## src/rtl/lcd_spi_receiver.sv

```systemverilog
`default_nettype none
// ============================================================================
// Module      : lcd_spi_receiver
// Description : Display-side end of the serial LCD link. Oversamples the
//               scl/sda/cs/rs wires, deserialises bytes MSB-first, decodes
//               CASET/RASET/RAMWR and emits RGB565 pixel writes with x/y.
// Revision    : 1.0 - initial release
// ============================================================================
module lcd_spi_receiver #(
  parameter int XMAX = 159,
  parameter int YMAX = 127
) (
  input  logic        clk,
  input  logic        reset,
  input  logic        scl,
  input  logic        sda,
  input  logic        cs,
  input  logic        rs,
  output logic        byte_valid,
  output logic [7:0]  byte_data,
  output logic        byte_rs,
  output logic        pix_valid,
  output logic [7:0]  pix_x,
  output logic [6:0]  pix_y,
  output logic [15:0] pix_rgb,
  output logic        frame_done,
  output logic        cmd_err
);

  localparam logic [7:0] c_XMAX = XMAX[7:0];
  localparam logic [7:0] c_YMAX = YMAX[7:0];

  typedef enum logic [2:0] {
    S_IDLE     = 3'd0,
    S_CASET    = 3'd1,
    S_RASET    = 3'd2,
    S_RAMWR_HI = 3'd3,
    S_RAMWR_LO = 3'd4
  } state_t;

  // --------------------------------------------------------------------------
  // Input synchronisers and scl edge detect
  // --------------------------------------------------------------------------
  logic [1:0] r_scl_sync, r_sda_sync, r_cs_sync, r_rs_sync;
  logic       r_scl_prev;
  logic       w_scl_rise, w_sda_s, w_cs_s, w_rs_s;

  // Two-flop synchronisers on every link wire, plus a delayed copy of scl.
  always_ff @(posedge clk) begin
    if (reset) begin
      r_scl_sync <= 2'b00;
      r_sda_sync <= 2'b00;
      r_cs_sync  <= 2'b00;
      r_rs_sync  <= 2'b00;
      r_scl_prev <= 1'b0;
    end else begin
      r_scl_sync <= {r_scl_sync[0], scl};
      r_sda_sync <= {r_sda_sync[0], sda};
      r_cs_sync  <= {r_cs_sync[0], cs};
      r_rs_sync  <= {r_rs_sync[0], rs};
      r_scl_prev <= r_scl_sync[1];
    end
  end

  assign w_scl_rise = r_scl_sync[1] & ~r_scl_prev;
  assign w_sda_s    = r_sda_sync[1];
  assign w_cs_s     = r_cs_sync[1];
  assign w_rs_s     = r_rs_sync[1];

  // --------------------------------------------------------------------------
  // Deserialiser
  // --------------------------------------------------------------------------
  logic [2:0] r_bit_cnt;
  logic [6:0] r_shift;
  logic       r_byte_valid;
  logic [7:0] r_byte_data;
  logic       r_byte_rs;

  // Shift in one bit per scl rise while selected; deselect drops a partial byte.
  always_ff @(posedge clk) begin
    if (reset) begin
      r_bit_cnt    <= 3'd0;
      r_shift      <= 7'd0;
      r_byte_valid <= 1'b0;
      r_byte_data  <= 8'd0;
      r_byte_rs    <= 1'b0;
    end else begin
      r_byte_valid <= 1'b0;
      if (w_cs_s) begin
        r_bit_cnt <= 3'd0;
      end else if (w_scl_rise) begin
        r_shift   <= {r_shift[5:0], w_sda_s};
        r_bit_cnt <= r_bit_cnt + 3'd1;
        if (r_bit_cnt == 3'd7) begin
          r_byte_data  <= {r_shift, w_sda_s};
          r_byte_rs    <= w_rs_s;
          r_byte_valid <= 1'b1;
        end
      end
    end
  end

  // --------------------------------------------------------------------------
  // Command decoder
  // --------------------------------------------------------------------------
  state_t      r_state, w_state_n;
  logic [1:0]  r_pidx, w_pidx_n;
  logic        r_hi_bad, w_hi_bad_n;
  logic [7:0]  r_p_lo, w_p_lo_n;
  logic [7:0]  r_xs, r_xe, w_xs_n, w_xe_n;
  logic [6:0]  r_ys, r_ye, w_ys_n, w_ye_n;
  logic [7:0]  r_x, w_x_n;
  logic [6:0]  r_y, w_y_n;
  logic [7:0]  r_hi, w_hi_n;
  logic        r_pix_valid, w_pix_valid_n;
  logic [7:0]  r_pix_x, w_pix_x_n;
  logic [6:0]  r_pix_y, w_pix_y_n;
  logic [15:0] r_pix_rgb, w_pix_rgb_n;
  logic        r_frame_done, w_frame_done_n;
  logic        r_cmd_err, w_cmd_err_n;
  logic        w_win_ok;
  logic [7:0]  w_lim;

  // Decoder state register; the window defaults to the full screen.
  always_ff @(posedge clk) begin
    if (reset) begin
      r_state      <= S_IDLE;
      r_pidx       <= 2'd0;
      r_hi_bad     <= 1'b0;
      r_p_lo       <= 8'd0;
      r_xs         <= 8'd0;
      r_xe         <= c_XMAX;
      r_ys         <= 7'd0;
      r_ye         <= c_YMAX[6:0];
      r_x          <= 8'd0;
      r_y          <= 7'd0;
      r_hi         <= 8'd0;
      r_pix_valid  <= 1'b0;
      r_pix_x      <= 8'd0;
      r_pix_y      <= 7'd0;
      r_pix_rgb    <= 16'd0;
      r_frame_done <= 1'b0;
      r_cmd_err    <= 1'b0;
    end else begin
      r_state      <= w_state_n;
      r_pidx       <= w_pidx_n;
      r_hi_bad     <= w_hi_bad_n;
      r_p_lo       <= w_p_lo_n;
      r_xs         <= w_xs_n;
      r_xe         <= w_xe_n;
      r_ys         <= w_ys_n;
      r_ye         <= w_ye_n;
      r_x          <= w_x_n;
      r_y          <= w_y_n;
      r_hi         <= w_hi_n;
      r_pix_valid  <= w_pix_valid_n;
      r_pix_x      <= w_pix_x_n;
      r_pix_y      <= w_pix_y_n;
      r_pix_rgb    <= w_pix_rgb_n;
      r_frame_done <= w_frame_done_n;
      r_cmd_err    <= w_cmd_err_n;
    end
  end

  // Next-state logic: a command byte always restarts decoding from IDLE rules.
  always_comb begin
    w_state_n      = r_state;
    w_pidx_n       = r_pidx;
    w_hi_bad_n     = r_hi_bad;
    w_p_lo_n       = r_p_lo;
    w_xs_n         = r_xs;
    w_xe_n         = r_xe;
    w_ys_n         = r_ys;
    w_ye_n         = r_ye;
    w_x_n          = r_x;
    w_y_n          = r_y;
    w_hi_n         = r_hi;
    w_pix_valid_n  = 1'b0;
    w_pix_x_n      = r_pix_x;
    w_pix_y_n      = r_pix_y;
    w_pix_rgb_n    = r_pix_rgb;
    w_frame_done_n = 1'b0;
    w_cmd_err_n    = 1'b0;
    w_win_ok       = 1'b0;
    w_lim          = c_XMAX;
    if (r_byte_valid) begin
      if (!r_byte_rs) begin
        w_pidx_n   = 2'd0;
        w_hi_bad_n = 1'b0;
        case (r_byte_data)
          8'h2A:   w_state_n = S_CASET;
          8'h2B:   w_state_n = S_RASET;
          8'h2C: begin
            w_state_n = S_RAMWR_HI;
            w_x_n     = r_xs;
            w_y_n     = r_ys;
          end
          default: w_state_n = S_IDLE;
        endcase
      end else begin
        case (r_state)
          S_CASET, S_RASET: begin
            w_pidx_n = r_pidx + 2'd1;
            case (r_pidx)
              2'd0:    w_hi_bad_n = (r_byte_data != 8'd0);
              2'd1:    w_p_lo_n   = r_byte_data;
              2'd2:    w_hi_bad_n = r_hi_bad | (r_byte_data != 8'd0);
              default: begin
                // Validate on full 8 bits before any truncation to row width.
                w_lim    = (r_state == S_CASET) ? c_XMAX : c_YMAX;
                w_win_ok = !r_hi_bad && (r_p_lo <= r_byte_data) && (r_byte_data <= w_lim);
                if (w_win_ok) begin
                  if (r_state == S_CASET) begin
                    w_xs_n = r_p_lo;
                    w_xe_n = r_byte_data;
                  end else begin
                    w_ys_n = r_p_lo[6:0];
                    w_ye_n = r_byte_data[6:0];
                  end
                end else begin
                  w_cmd_err_n = 1'b1;
                end
                w_state_n = S_IDLE;
                w_pidx_n  = 2'd0;
              end
            endcase
          end
          S_RAMWR_HI: begin
            w_hi_n    = r_byte_data;
            w_state_n = S_RAMWR_LO;
          end
          S_RAMWR_LO: begin
            w_pix_valid_n = 1'b1;
            w_pix_x_n     = r_x;
            w_pix_y_n     = r_y;
            w_pix_rgb_n   = {r_hi, r_byte_data};
            w_state_n     = S_RAMWR_HI;
            if (r_x == r_xe) begin
              w_x_n = r_xs;
              if (r_y == r_ye) begin
                w_y_n          = r_ys;
                w_frame_done_n = 1'b1;
              end else begin
                w_y_n = r_y + 7'd1;
              end
            end else begin
              w_x_n = r_x + 8'd1;
            end
          end
          default: ;
        endcase
      end
    end
  end

  assign byte_valid = r_byte_valid;
  assign byte_data  = r_byte_data;
  assign byte_rs    = r_byte_rs;
  assign pix_valid  = r_pix_valid;
  assign pix_x      = r_pix_x;
  assign pix_y      = r_pix_y;
  assign pix_rgb    = r_pix_rgb;
  assign frame_done = r_frame_done;
  assign cmd_err    = r_cmd_err;

endmodule
`default_nettype wire

```

## config.mk

```make
export PLATFORM = sky130hd
export DESIGN_NAME = lcd_spi_receiver
export DESIGN_NICKNAME = d
export VERILOG_FILES = /design/src/rtl/lcd_spi_receiver.sv
export SDC_FILE = /design/constraint.sdc
export NUM_CORES = 1
export LEC_CHECK = 0
export BUFFER_PORTS_ARGS = -buffer_cell sky130_fd_sc_hd__buf_2
export CAP_MARGIN = 10
export CORE_MARGIN = 4
export CORE_UTILIZATION = 35
export DETAILED_ROUTE_END_ITERATION = 10
export PLACE_DENSITY_LB_ADDON = 0.05
export REMOVE_ABC_BUFFERS = 1
export SETUP_SLACK_MARGIN = 0.4
export SYNTH_ARGS = -nofsm -noshare
export SYNTH_HDL_FRONTEND = slang
export SYNTH_SLANG_ARGS = --single-unit
```

## constraint.sdc

```tcl
create_clock -name clk -period 6.55 [get_ports clk]
set_clock_uncertainty 0.1 [all_clocks]
set_input_delay 1.6375 -clock clk [delete_from_list [all_inputs] [get_ports clk]]
set_output_delay 1.6375 -clock clk [all_outputs]
set_load 0.005 [all_outputs]
```

Yosys cells after proc, flatten, opt, wreduce, memory -nomap -nowiden
Index checks and enable logic that the tools add are counted.

Add/sub/neg operators: 4. $lt $le $gt $ge: 2. Equality and inequality tests: 18. Muxes and demuxes: 24. Bitwise operators: 12. Reductions and logical operators: 25.

Operator list (count): 8-bit 2-to-1 mux (5); 7-bit 2-to-1 mux (5); 8-bit by 6-bit equality test with 1-bit output, second input constant (3); 3-bit AND reduction (6); 8-bit less-or-equal comparator (2); 6-bit AND reduction (2); 1-bit NOT (10); 3-bit case mux with 3 select lines (1); 3-bit OR reduction (3); 8-bit by 1-bit adder with 8-bit output, second input constant (1); 8-bit equality test (1); 4-bit AND reduction (2); 8-bit nonzero test (1); 7-bit by 1-bit adder with 7-bit output, second input constant (1); 7-bit equality test (1); 7-bit OR reduction (1); 3-bit by 2-bit equality test with 1-bit output, second input constant (2); 3-bit equality test, second input constant (2); 1-bit 2-to-1 mux (6); 2-bit 2-to-1 mux (3); 3-bit 2-to-1 mux (2); 2-bit by 1-bit != test with 1-bit output, second input constant (3); 2-bit case mux with 3 select lines (1); 5-bit OR reduction (1); 17 further kinds (20).

Bits in registers: 130. Bits of input ports: 6. Output and inout port bits: 44. Word-level logic and storage cells: 112.

Logic depth before layout (Yosys ltp)
Gate-level depths: netlist (run 1).

Word-level depth: 5. Mapped depth: 12. Gate-level depth less buffers: 9.

Worst setup path before layout (run 1)
Ideal clock, no wire load.

Path type: flip-flop to flip-flop. Start point: register r_state[2]. End point: register r_xs[2]. Library setup time: 0.132 ns. Data arrival time: 2.516 ns. Data required time: 6.318 ns. Setup slack: 3.802 ns. Cell stages (with the launch flop): 13. Path buffers: 3. Clock period less this slack: 2.748 ns. Cell sequence: dfxtp_1 > buf_2 > or3b_1 > clkbuf_1 > inv_1 > ha_1 > a21o_1 > a21oi_1 > nor2_1 > or4_1 > buf_2 > o21ai_0 > a21oi_1.

Longest elaborated chain between the ends: 5. Elaborated cells on any way between the ends: 7. Classes of those cells: order compare (1); eq/ne (2); mux (1); reduce/logical (3).

Ends and longest elaborated chain: from (decl) (line 106) `state_t r_state, w_state_n;`; from (signal assigned) (line 145) `r_state <= w_state_n;`; 3-bit by 1-bit equality test with 1-bit output (line 201, 210, 213); 8-bit 2-to-1 mux (line 210) `w_lim = (r_state == S_CASET) ? c_XMAX : c_YMAX;`; 8-bit less-or-equal comparator (line 211) `w_win_ok = !r_hi_bad && (r_p_lo <= r_byte_data) && (r_byte_data <= w_lim);`; 1-bit logical AND (line 211); 6-bit AND reduction (no source line) *; to (signal assigned) (line 149) `r_xs <= w_xs_n;`; to (decl) (line 110) `logic [7:0] r_xs, r_xe, w_xs_n, w_xe_n;`.

Every way passes the cells marked *; elsewhere a longest branch is shown, timed or not. A chain may end at the register's enable or synchronous reset.

Worst setup path after layout (run 1)
Start point: register r_byte_rs (netlist: byte_rs). End point: output port byte_rs.

RTL lines: from (decl) (line 77) `logic r_byte_rs;`; from (signal assigned) (line 96) `r_byte_rs <= w_rs_s;`; to (decl) (line 21) `output logic byte_rs,`.

No word-level cell between the ends.

==> results of run 1 <==
where the power goes:
group | internal (mW) | switching (mW)
Combinational | 0.00529 | 0.0171
Clock | 0.721 | 0.347
Sequential | 0.794 | 0.00107
Total | 1.52 | 0.365
tightest hold or removal path, cell delays in order (launching register included):
cell     delay, ps
dfxtp_1        290
nand2_1         50
a21oi_1         50
how the worst max path moves through the flow:
stage	from	endpoint	slack (ps)	cells after the start
after floorplan	r_state[0]$_SDFFE_PP0P_	r_xe[5]$_SDFFE_PP0P_	3600	9
after global placement	reset	r_ye[2]$_SDFFE_PP1P_	3170	4
after detailed placement	reset	r_xe[3]$_SDFFE_PP1P_	3130	4
after CTS	byte_rs$_SDFFE_PP0P_	byte_rs	3420	1
after global routing	r_state[0]$_SDFFE_PP0P_	r_ys[0]$_SDFFE_PP0P_	3270	9
final	byte_rs$_SDFFE_PP0P_	byte_rs	3470	1
cells in the final DEF (no fill, tap or decap), drive strengths merged, types with 2 or more instances in the layout:
master  instances
xor2           12
a22oi           3
o21a            3
nor2           71
o21ai          31
mux2i          35
dfxtp         130
a311oi          2
ha             18
or2             4
nand3          27
nand4           7
a21oi          90
buf            55
clkinv          4
nor2b          15
a31oi           4
inv            16
nor3           14
bufinv          6
nand2         106
or3             2
clkbuf         21
nor3b           3
o32ai           6
and2            3
or4             3
xnor2           6
nor4            7
sequential cells by signal (all words and copies together) (netlist names), 7 cells and up:
name / cells
byte_data: 8
pix_y: 7
pix_rgb: 16
r_p_lo: 8
r_x: 8
r_xe: 8
r_hi: 8
r_xs: 8
r_y: 7
r_ys: 7
r_shift: 7
r_ye: 7
pix_x: 8
logic make-up after synthesis:
kind of cell,synth area share
buffers and inverters,0.0487
muxes,0.0636
xor gates and xnor gates,0.0277
and+or+nand+nor,0.219
adders and majority gates,0.0396
DFF,0.458
AOI/OAI and AO/OA,0.144
metrics by stage:
stage | std cells | cell area, um^2 | hold slack, ps
after floorplan | 632 | 5470 | 311
after global placement | 903 | 6030 | 316
after detailed placement | 903 | 6030 | 327
after CTS | 935 | 6690 | 336
after global routing | 935 | 6690 | 362
final | 935 | 6690 | 334
layer usage:
metal / GRT usage / wire [um] / part of all wire / vias to the layer above
met5: 0 / 0 / 0 / -
met1: 0.226 / 7060 / 0.48 / 2190
met4: 0.0459 / 151 / 0.010 / 0
met2: 0.275 / 6880 / 0.46 / 98
met3: 0.0416 / 708 / 0.048 / 13
li1: - / - / - / 2391
area by class of cell:
type / instances / area (um^2)
clock buffers: 21 / 450
clock inverters: 11 / 208
fillers: 1657 / 9200
inverters: 16 / 60.1
multi-input cells: 486 / 2810
flip-flops and latches: 130 / 2600
well taps: 216 / 270
repair buffers: 55 / 293
==> summary.md, run 1 <==
| Metric | Value |
|---|---|
| Critical path's largest stage delay | `about 700 ps` |
| Max Cap Violations | `0` |
| Status | `finished clean` |
| Most common cell in the netlist | `dfxtp_1` |
| R2r startpoint | `r_state[0]$_SDFFE_PP0P_` |
| Vias in the first global route | `4,596` |
| Primary FF master, synth | `dfxtp_1` |
| First-pass GRT wire length | `24,400 um` |
| Total grt overflow | `0` |
| Final cycle utilization of the critical path | `0.470` |
| Chip Width | `135 um` |
| Leak Pwr | `2.46 nW` |
| FP Rows | `46` |
| Critical path endpoint category | `output pin` |
| Largest cells by area after synthesis | `dfxtp_1 (46%), a21oi_1 (7.9%), nand2_1 (7.0%)` |
| Layout cells sized above 1 | `0.136` |
| Hold_sp | `r_rs_sync[1]$_SDFF_PP0_` |
| DRC violations left | `0` |
| Peak supply drop | `between 150 and 200 uV` |
| Overall Global Routing Usage | `0.170` |
| Wirelength, routed | `14,800 um` |
| Commonest cells in the netlist | `dfxtp_1 (130), nand2_1 (106), a21oi_1 (90), nor2_1 (68), mux2i_1 (35)` |
| Vias | `4,692` |
| Total of warnings raised by yosys | `0` |
| Worst hold stages | `2` |
| Post-synthesis sequential area ratio | `0.458` |
| Slew HR | `0.402` |
| Worst setup margin | `about 3500 ps` |
| Clk sink count | `130` |
| Vias/cell | `5.02` |
| DR pass1 iterations | `4` |
| Critical-path maximum fanout | `16` |
| Worst skew pair latency | `420 ps` |
| Largest net degree at the start of global routing | `72` |
| Setup violations, final | `0` |
| Number of flops mapped to enable cells by yosys | `0` |
| R2R Setup Slk | `3490 ps` |
| Min Tclk post-route | `3080 ps` |
| Achievable Freq | `325 MHz` |
| RSZ-0062 raised after global routing | `no` |
| CTS H-tree lvls | `4` |
| Max Buffers Root-to-Sink | `2` |
| Synth-to-layout area growth | `17.7%` |
| Root Driver | `clkbuf_16` |
| Synth unique cells | `52` |
| CP Cell Sequence | `buf_2` |
| Setup TNS | `0 ps` |
| WL/cell | `15.8 um` |
| CORE AREA | `approximately 0.016 mm^2` |
| Post-CTS Setup Bufs | `0` |
| Hold_buf cts | `0` |
| Synth Register Bits | `130` |
| Synth top area share | `0.458` |
| IO buf count | `49` |
| Slowest cell on the critical path | `dfxtp_1` |
| Initial Utilization | `0.358` |
| Worst slack at placement | `3130 ps` |
| Avg Cell Area, Syn | `between 8 and 9 um^2` |
| CP required | `between 4000 and 5000 ps` |
| Max-slew violation count | `0` |
| Nature of the critical path startpoint | `register` |
| Final Core Density | `0.421` |
| Kind of critical path | `reg -> out` |
| Critical path's top delay family | `flip-flops` |
| Layout net count | `between 700 and 800` |
| CTS tree | `yes` |
| Mapped Cells | `between 600 and 700` |
| Worst Path Buf+Inv | `1` |
| IO Count | `50` |
| Hold path endpoint | `byte_rs$_SDFFE_PP0P_` |
| Die area | `0.0183 mm^2` |
| Iter 0 DRT Violations | `225` |
| HP Class | `reg -> reg` |
| Post-cts resize count | `0` |
| Reg2reg path depth | `9` |
| Diodes inserted | `0` |
| Pwr/cell area | `282 mW/mm^2` |
| Reg clk slew, reported paths | `60 ps` |
| Power, Total | `between 1.5 and 2 mW` |
| Post-DRT Antenna Nets | `0` |
| Initial antenna violation count | `0` |
| Slew @ Worst Pin | `approximately 900 ps` |
| Post-DP HPWL | `9750 um` |
| Ys async rst share | `0` |
| Die H | `135 um` |
| Cell taking the most area after synthesis | `dfxtp_1` |
| Gpl congestion | `between 0.7 and 0.8` |
| Final Hold Fails | `0` |
| Cell Area, Synth | `between 0.005 and 0.006 mm^2` |
| Reg2Reg Capture Point | `r_xs[4]$_SDFFE_PP0P_` |
| CTS Buf Count | `17` |
| Crit path DAT | `1340 ps` |
Note: power is estimated with default switching activity, not from simulation.
==> inputs of run 2 (changes only) <==
==> constraint.sdc (replaced) <==
create_clock -name clk -period 2.5 [get_ports clk]
set_clock_uncertainty 0.1 [all_clocks]
set_input_delay 0.625 -clock clk [delete_from_list [all_inputs] [get_ports clk]]
set_output_delay 0.625 -clock clk [all_outputs]
set_load 0.005 [all_outputs]
==> run 2 against run 1 <==
Net effect:
- sequential share of layout area decreased by 2.3 points
- global-route usage fell by 0.16 points
- register-to-register slack worse by 3500 ps
- critical path type is now reg -> reg
- hold slack got worse by 15 ps
- first-iteration DRC count decreased by 18%
- combinational power increased to 2.9 times the previous value
==> summary.md, run 2 (synthesis gave the netlist of run 1 again) <==
| Metric | Value |
|---|---|
| Status | `finished clean` |
| Critical path endpoint category | `register` |
| Critical path's largest stage delay | `500 ps (-200 ps)` |
| Setup violations, final | `0 (unchanged)` |
| Leak Pwr | `2.65 nW (+7.7%)` |
| Layout cells sized above 1 | `0.232 (+0.0961)` |
| Post-DP Area | `0.00629 mm^2 (+4.3%)` |
| Iter 0 DRT Violations | `184 (-18%)` |
| IO Count | `50 (unchanged)` |
| Vias | `4,792 (+2.1%)` |
| Crit path top cell by count | `buf_6` |
| Gpl congestion | `0.775 (+2.7%)` |
| Clk sink count | `130 (unchanged)` |
| Synth-to-layout area growth | `25.4%` |
| Initial antenna violation count | `0 (unchanged)` |
| DR pass1 iterations | `4 (unchanged)` |
| Post-DP HPWL | `10,200 um (+4.3%)` |
| Layout net count | `764 (+4.7%)` |
| IO buf count | `49 (unchanged)` |
| Max reg flops | `16 (unchanged)` |
| Pwr/cell area | `638 mW/mm^2 (+130%)` |
| Root Driver | `clkbuf_16` |
| First-pass GRT wire length | `24,300 um (-0.54%)` |
| Reg clk slew, reported paths | `60 ps (about the same)` |
| Commonest non-fill, non-tap cell in the layout | `dfxtp_1` |
| CTS H-tree lvls | `4 (unchanged)` |
| Die area | `0.0183 mm^2 (unchanged)` |
| Slowest cell on the critical path | `or4_4` |
| Overall Global Routing Usage | `0.168 (-0.00163)` |
| Critical-path maximum fanout | `6 (-10)` |
| Commonest cells after routing, fill and taps aside | `dfxtp_1 (123), nand2_1 (105), a21oi_1 (86)` |
| Final Hold Fails | `0 (unchanged)` |
| Kind of critical path | `reg -> reg` |
| Nature of the critical path startpoint | `register` |
| Final cycle utilization of the critical path | `0.995` |
| Cells after DPL | `931 (+3.1%)` |
| FP Rows | `46 (unchanged)` |
| HP Class | `in -> reg` |
| Max Cap Violations | `0 (unchanged)` |
| Vias in the first global route | `4,694 (+2.1%)` |
| Chip Width | `135 um (unchanged)` |
| Hold_buf cts | `0 (unchanged)` |
| DRC violations left | `0 (unchanged)` |
| Worst skew pair latency | `410 ps (about the same)` |
| Peak supply drop | `447 uV (+140%)` |
| Wirelength, routed | `14,800 um (-0.30%)` |
| Largest net degree at the start of global routing | `82 (+14%)` |
| Vias/cell | `4.95 (-1.5%)` |
| Slew @ Worst Pin | `459 ps (-438 ps)` |
| Total grt overflow | `0 (unchanged)` |
| WL/cell | `15.2 um (-3.8%)` |
| Initial Utilization | `0.358 (unchanged)` |
| Min Tclk post-route | `2490 ps` |
| Achievable Freq | `402 MHz` |
| CP required | `2690 ps (-2120 ps)` |
| CP Cell Sequence | `or3b_4, buf_6, ha_4, nand4_1, nor2_2, nor2_4, or4_4, buf_6, o21ai_1, a21oi_1` |
| Slew HR | `0.694 (+0.292)` |
| Max-slew violation count | `0 (unchanged)` |
| Post-DRT Antenna Nets | `0 (unchanged)` |
| Crit path DAT | `2670 ps (+1330 ps)` |
| CTS Buf Count | `17 (unchanged)` |
| Die H | `135 um (unchanged)` |
| Post-Layout Inst Area | `0.00713 mm^2 (+6.5%)` |
| Max Buffers Root-to-Sink | `2 (unchanged)` |
| CORE AREA | `0.0159 mm^2 (unchanged)` |
| Final Instance Count excl. Fillers | `969 (+3.6%)` |
| RSZ-0062 raised after global routing | `yes` |
| CTS tree | `yes` |
| Diodes inserted | `0 (unchanged)` |
## run 2: changes by cell type in the layout (fill, tap and decap cells not counted), sizes merged
cell,before,now
buf,55,89
bufinv,6,2
clkinvlp,1,2
clkbuf,21,22
clkinv,4,6
## run 2: area by class of cell
cell class / count / area, um^2
fill: 1665 / 8760
multi-input combinational: 486 / 3010
sequential: 130 / 2610
timing repair buffer: 89 / 607
clock buffer: 22 / 464
tap: 216 / 270
clock inverter: 10 / 109
inverter: 16 / 60.1
## run 2: worst max-delay path, delay by kind of cell, from the launching register on
family          cells  cell delay [ps]
compound gates      2              190
fa+ha+maj           1              260
buf+inv             2              290
flops               1              310
simple gates        5             1210
## run 2: per-layer routing
metal | routed length, um | track usage | vias to the layer above
li1 | - | - | 2466
met3 | 469 | 0.0375 | 18
met2 | 6840 | 0.265 | 91
met4 | 307 | 0.0677 | 0
met1 | 7140 | 0.223 | 2217
met5 | 0 | 0 | -
## run 2: timing repair
item,in CTS,in global routing
resized for setup,39,30
buffers inserted,3,1
endpoints found under the hold margin,0,0
pin swaps,7,6
setup endpoints to repair,39,45
cloned,1,1
## run 2: final timing paths
check | endpoint | depth (start not counted) | start | slack, ps
setup / recovery | r_xs[3]$_SDFFE_PP0P_ | 10 | r_state[1]$_SDFFE_PP0P_ | 10
hold / removal | r_rs_sync[0]$_SDFF_PP0_ | 2 | rs | 320
setup reg to reg | r_xs[3]$_SDFFE_PP0P_ | 10 | r_state[1]$_SDFFE_PP0P_ | 10
hold reg to reg | byte_rs$_SDFFE_PP0P_ | 2 | r_rs_sync[1]$_SDFF_PP0_ | 330
## run 2: power breakdown
group	internal [mW]	switching (mW)	total (mW)	leakage, nW
Clock	1.51	0.890	2.40	0.280
Sequential	2.08	0.00277	2.08	1.05
Combinational	0.0178	0.0463	0.0641	1.32
## run 2: metrics by stage
| step | power (mW) | hold WS (ps) | setup slack [ps] | setup TNS [ps] | utilization |
|---|---|---|---|---|---|
| floorplan | 2.14 | 311 | -445 | -8540 | - |
| CTS | 4.62 | 297 | 9.41 | 0 | 0.442 |
| detailed placement | 2.19 | 325 | -167 | -2120 | 0.396 |
| global placement | 2.19 | 319 | -46.7 | -647 | 0.396 |
| global route | 4.73 | 319 | -115 | -1670 | 0.449 |
| finish | 4.55 | 319 | 13.2 | 0 | 0.449 |
